## src/rtl/apx_mul_seq.sv

```systemverilog
// Iterative shift-add approximate unsigned multiplier, W-bit operands, 2W-bit product.
// Define APX_MUL_BIAS_COMP_EN to add +2^(K-1) bias compensation to truncated results.
module apx_mul_seq #(
    parameter  int W  = 8,
    localparam int KW = $clog2(W + 1)
) (
    input  logic            clk,
    input  logic            rst,
    input  logic            in_valid,
    output logic            in_ready,
    input  logic [W-1:0]    in_a,
    input  logic [W-1:0]    in_b,
    input  logic [KW-1:0]   in_k,
    output logic            out_valid,
    input  logic            out_ready,
    output logic [2*W-1:0]  out_p,
    output logic            busy
);

    localparam int PW = 2 * W;
    localparam int CW = $clog2(W);
    localparam logic [KW-1:0] K_MAX    = KW'(W);
    localparam logic [CW-1:0] CNT_LAST = CW'(W - 1);

    typedef enum logic [1:0] {
        IDLE,
        BUSY,
        DONE
    } state_t;

    state_t          state;
    logic [W-1:0]    a_reg;
    logic [W-1:0]    b_reg;
    logic [KW-1:0]   k_reg;
    logic [PW-1:0]   acc;
    logic [CW-1:0]   cnt;

    logic [KW-1:0]   k_clamp;
    logic [PW-1:0]   mask;
    logic [PW-1:0]   pp;
    logic [PW-1:0]   sum;
    logic [PW-1:0]   bias;
    logic [PW-1:0]   final_p;

    // Column mask keeps bits at or above K; K is already clamped to W.
    always_comb begin
        k_clamp = (in_k > K_MAX) ? K_MAX : in_k;
        mask    = {PW{1'b1}} << k_reg;
        pp      = '0;
        if (b_reg[cnt]) begin
            pp = ({{W{1'b0}}, a_reg} << cnt) & mask;
        end
        sum  = acc + pp;
        bias = '0;
`ifdef APX_MUL_BIAS_COMP_EN
        if (k_reg != '0 && a_reg != '0 && b_reg != '0) begin
            bias = PW'(1) << (k_reg - 1'b1);
        end
`endif
        final_p = sum + bias;
    end

    always_ff @(posedge clk) begin
        if (rst) begin
            state     <= IDLE;
            in_ready  <= 1'b1;
            out_valid <= 1'b0;
            out_p     <= '0;
            busy      <= 1'b0;
            acc       <= '0;
            cnt       <= '0;
            a_reg     <= '0;
            b_reg     <= '0;
            k_reg     <= '0;
        end else begin
            unique case (state)
                IDLE: begin
                    if (in_valid && in_ready) begin
                        a_reg    <= in_a;
                        b_reg    <= in_b;
                        k_reg    <= k_clamp;
                        acc      <= '0;
                        cnt      <= '0;
                        in_ready <= 1'b0;
                        busy     <= 1'b1;
                        state    <= BUSY;
                    end
                end
                BUSY: begin
                    acc <= sum;
                    if (cnt == CNT_LAST) begin
                        out_p     <= final_p;
                        out_valid <= 1'b1;
                        state     <= DONE;
                    end else begin
                        cnt <= cnt + 1'b1;
                    end
                end
                DONE: begin
                    if (out_ready) begin
                        out_valid <= 1'b0;
                        busy      <= 1'b0;
                        in_ready  <= 1'b1;
                        state     <= IDLE;
                    end
                end
                default: state <= IDLE;
            endcase
        end
    end

endmodule

```

## config.mk

```make
export PLATFORM = sky130hd
export DESIGN_NAME = apx_mul_seq
export DESIGN_NICKNAME = d
export VERILOG_FILES = /design/src/rtl/apx_mul_seq.sv
export SDC_FILE = /design/constraint.sdc
export NUM_CORES = 1
export LEC_CHECK = 0
export ABC_AREA = 1
export ABC_CLOCK_PERIOD_IN_PS = 2300
export CAP_MARGIN = 10
export CORE_MARGIN = 2
export CORE_UTILIZATION = 51
export CTS_CLUSTER_DIAMETER = 100
export DETAILED_ROUTE_END_ITERATION = 16
export GPL_TIMING_DRIVEN = 0
export PLACE_DENSITY = 0.81
export SLEW_MARGIN = 20
export SYNTH_ARGS = -nofsm -noshare
export SYNTH_HDL_FRONTEND = slang
export SYNTH_SLANG_ARGS = --single-unit
```

## constraint.sdc

```tcl
create_clock -name clk -period 2.3 [get_ports clk]
set_input_delay 0.23 -clock clk [delete_from_list [all_inputs] [get_ports clk]]
set_output_delay 0.23 -clock clk [all_outputs]
set_load 0.005 [all_outputs]
```

==> results.rst <==
.. list-table::
   :header-rows: 1

   * - Metric
     - Value
   * - Worst Path Class, Setup
     - register to register
   * - Result of the run
     - complete, but fails checks
   * - Start point of the worst hold path
     - in_k[0]
   * - Final clock skew
     - between 10 and 15 ps
   * - Initial DRT Pass Iterations
     - 5
   * - Slew at the pin closest to its max-slew limit
     - between 600 and 700 ps
   * - Clock tree from TritonCTS
     - done
   * - Total of flip-flops plus latches after synthesis
     - 60
   * - Share of the clock period used by the worst path
     - 1.12
   * - Critical path endpoint category
     - register
   * - Number of antenna-violating nets in the routed design
     - 0
   * - Commonest non-fill, non-tap cells in the layout
     - 120 x sky130_fd_sc_hd__nand2_1, 58 x sky130_fd_sc_hd__dfxtp_1, 51 x sky130_fd_sc_hd__inv_1
   * - Synthesized area
     - 0.00358 sq mm
   * - Post-detailed-routing wire length
     - 11700 um
   * - Core area
     - about 0.0068 sq mm
   * - Power dissipated by switching net loads
     - 914 uW
   * - Wire length of the first global-routing pass
     - between 15000 and 20000 um
   * - I/O pin total
     - 43
   * - Maximum buffer depth of the clock tree
     - 2
   * - Share of synthesized flip-flops with an asynchronous set or reset
     - 0
   * - Setup slack on the worst flop-to-flop path
     - -280 ps
   * - Avg Cell Area, Syn
     - around 6.5 sq um
   * - Worst Hold Path EP
     - k_reg[0]
   * - Most frequent standard cell in the layout excluding fill and tap cells
     - sky130_fd_sc_hd__nand2_1
   * - Register area share after synthesis
     - 0.336
   * - Effective utilization at floorplan
     - 0.527
   * - Reg power frac
     - 0.415
   * - Number of global-route vias before repair
     - 3784
   * - Mean routed wirelength per cell
     - ~16 um
   * - Switching part of the total power
     - 0.334
   * - Syn nets
     - a little under 600
   * - Hold/Removal Path Class
     - primary input to register
   * - Initial antenna violation count
     - 0
   * - YS warnings
     - 0
   * - Slew headroom
     - 0.550
   * - Origin of the critical flop-to-flop path
     - cnt[0]
   * - Area grow syn2layout
     - 46.6%
   * - DR vias/cell
     - between 5 and 6
   * - Antenna cell count
     - 0
   * - Final global-route overflow total
     - 0
   * - Vertical extent of the die
     - roughly 88 um
   * - Final Max Slew Viols
     - 0
   * - Unrepaired setup endpoints after global routing
     - true
   * - Count of non-filler cells in the finished layout
     - a little over 700
   * - Most frequently used flop master after synthesis
     - sky130_fd_sc_hd__dfxtp_1
   * - Max FO, Critical Path
     - 6
   * - Peak clock frequency supported by timing
     - slightly below 0.4 GHz
   * - Min Clock Period, post-route
     - ~2600 ps
   * - Largest regs
     - acc: 16 flops, out_p: 16 flops
   * - Die X-Extent
     - slightly below 90 um
   * - Hold path depth
     - 3
   * - Worst Reg-to-Reg Cells
     - 19
   * - Row cnt
     - 30
   * - Violated checks
     - setup timing
   * - DRC
     - 0
   * - Arrival time of the worst setup path
     - around 2800 ps
   * - Final instance area
     - between 0.005 and 0.006 sq mm
   * - Number of unique standard cell types used by synthesis
     - 35
   * - Clock slew seen by the registers of the worst setup and hold paths
     - 70 ps
   * - Clock power frac
     - 0.325
   * - Total CTS buffers
     - 9
   * - Combinational Power Share
     - 0.260
   * - Count of endpoints failing hold in the final timing report
     - 0
   * - Vias
     - approximately 4000
   * - Skew-Pair Late Insertion Delay
     - roughly 350 ps
   * - Final-layout worst hold slack
     - between 400 and 500 ps
   * - Number of clock sinks seen by CTS
     - 60
   * - Number of nets in the layout
     - around 660
   * - Placed cell area
     - a little over 0.004 sq mm
   * - Power per cell area
     - 523 mW/mm^2
   * - Leak
     - roughly 2.3 nW
   * - Worst setup slack after layout
     - -275 ps
   * - Total Die Area
     - between 0.007 and 0.008 sq mm
   * - # Max-Cap Violations
     - 0
   * - Largest net degree at the start of global routing
     - 11
   * - Worst setup slack after placement
     - -476 ps
   * - Total power after layout
     - around 2.7 mW
   * - Depth of the CTS H-tree
     - 3
   * - Placed wire-length estimate
     - between 7000 and 8000 um
   * - Number of enable-type register cells in the synthesized netlist
     - 0
   * - IR Drop Worst-Case VDD
     - approximately 0.00043 V
   * - Data required time of the worst path
     - around 2500 ps
   * - IO Port Bufs
     - 42
   * - # fillers
     - ~450
   * - Reg-to-reg endpoint
     - out_p[15]
   * - Final setup fails
     - 24
   * - Startpoint Class
     - register
   * - Iter 0 DRT Violations
     - 340
   * - Cells after synthesis
     - ~550
   * - Cell-internal power
     - between 1.5 and 2 mW
   * - Aggregate global-route resource usage
     - 0.285
   * - Placed Instances
     - between 600 and 700
   * - Clock tree root buffer cell
     - sky130_fd_sc_hd__clkbuf_8
   * - Final GP Congestion
     - around 0.91
   * - Fraction of layout cells with a size suffix above 1
     - 0.327
routing by layer:
metal | GRT usage | routed length (um) | share of wire | up-vias
li1 | - | - | - | 1894
met1 | 0.360 | 4820 | 0.41 | 1885
met2 | 0.481 | 5660 | 0.48 | 184
met3 | 0.0471 | 721 | 0.062 | 48
met4 | 0.117 | 493 | 0.042 | 0
met5 | 0 | 0 | 0 | -
power groups by stage:
stage	Combinational (mW)	Sequential [mW]	Clock [mW]
after detailed placement	0.438	1.14	0
after floorplan	0.302	1.13	0
after global routing	0.761	1.14	0.932
after global placement	0.430	1.14	0
after CTS	0.578	1.12	0.875
final	0.713	1.14	0.890
area by class of cell:
type	count	area, sq um	area share
clock buffer	11	151	0.0289
timing repair buffer	65	604	0.115
clock inverter	4	25.0	0.00477
buffer	19	123	0.0234
tap	96	120	0.0229
multi-input combinational	401	2760	0.526
inverter	66	255	0.0487
sequential	60	1210	0.230
critical path, stage by stage (launching register included):
cell                       delay [ps]
sky130_fd_sc_hd__dfxtp_4          400
sky130_fd_sc_hd__buf_6            160
sky130_fd_sc_hd__nand2_4           60
sky130_fd_sc_hd__nand3_2           80
sky130_fd_sc_hd__nand3_4          100
sky130_fd_sc_hd__nand2_2          100
sky130_fd_sc_hd__o21ai_1           80
sky130_fd_sc_hd__a211oi_2         370
sky130_fd_sc_hd__ha_4             270
sky130_fd_sc_hd__nand2_4           80
sky130_fd_sc_hd__inv_2             60
sky130_fd_sc_hd__nand2_2           50
sky130_fd_sc_hd__nor3_2           170
sky130_fd_sc_hd__nand2_1          120
sky130_fd_sc_hd__nand2_1           80
sky130_fd_sc_hd__nand2_1           70
sky130_fd_sc_hd__nand2_1           60
sky130_fd_sc_hd__nand2_1           50
sky130_fd_sc_hd__nand2_1           60
sky130_fd_sc_hd__inv_1             30
kinds of logic (layout without fill, tap and decap cells):
logic type | after synthesis | in the layout | share of synthesized area
XOR/XNOR | 7 | 7 | 0.0171
adder cells (fa/ha/maj) | 18 | 18 | 0.0651
flip-flops | 60 | 60 | 0.336
AO/OA/AOI/OAI | 104 | 104 | 0.163
buffers and inverters | 86 | 165 | 0.101
AND/OR/NAND/NOR | 271 | 271 | 0.315
multiplexers | 1 | 1 | 0.00280
cell usage after synthesis (2+ instances only):
cell / instances / area, sq um
sky130_fd_sc_hd__nor2_1: 51 / 191
sky130_fd_sc_hd__a211oi_2: 2 / 25.0
sky130_fd_sc_hd__inv_1: 60 / 225
sky130_fd_sc_hd__buf_6: 3 / 33.8
sky130_fd_sc_hd__and3_1: 2 / 12.5
sky130_fd_sc_hd__xor2_1: 6 / 52.6
sky130_fd_sc_hd__nand2_1: 172 / 646
sky130_fd_sc_hd__dfxtp_1: 60 / 1200
sky130_fd_sc_hd__buf_4: 3 / 22.5
sky130_fd_sc_hd__nor3_1: 7 / 35.0
sky130_fd_sc_hd__a21oi_1: 41 / 205
sky130_fd_sc_hd__a211oi_1: 4 / 30.0
sky130_fd_sc_hd__inv_2: 6 / 22.5
sky130_fd_sc_hd__ha_1: 17 / 213
sky130_fd_sc_hd__buf_2: 5 / 25.0
sky130_fd_sc_hd__or2_2: 4 / 25.0
sky130_fd_sc_hd__o21ai_0: 41 / 205
sky130_fd_sc_hd__nor2_4: 3 / 33.8
sky130_fd_sc_hd__clkbuf_1: 8 / 30.0
sky130_fd_sc_hd__nand3_1: 26 / 130
sky130_fd_sc_hd__o21bai_1: 8 / 60.1
sky130_fd_sc_hd__o21a_1: 5 / 37.5
worst max path at each step:
stage,startpoint,to,slack (ps)
finish,cnt[0],out_p[15],-280
global route,cnt[0],out_p[15],-430
CTS,cnt[0],acc[10],-250
detailed placement,cnt[0],out_p[14],-480
global placement,cnt[0],out_p[14],-450
floorplan,cnt[1],out_p[10],7
what timing repair did:
item | CTS | global route
hold buffers | 0 | 0
setup endpoints to repair | 30 | 30
gates resized for setup | 88 | 124
pin swaps | 28 | 57
setup buffers | 16 | 7
through the flow:
step	util	setup TNS, ps
3_3_place_gp	0.606	-8560
5_1_grt	0.772	-7870
3_5_place_dp	0.606	-9780
4_1_cts	0.697	-4050
6_report	0.772	-4670
2_1_floorplan	-	0
Power figures use the tool's default switching activity.
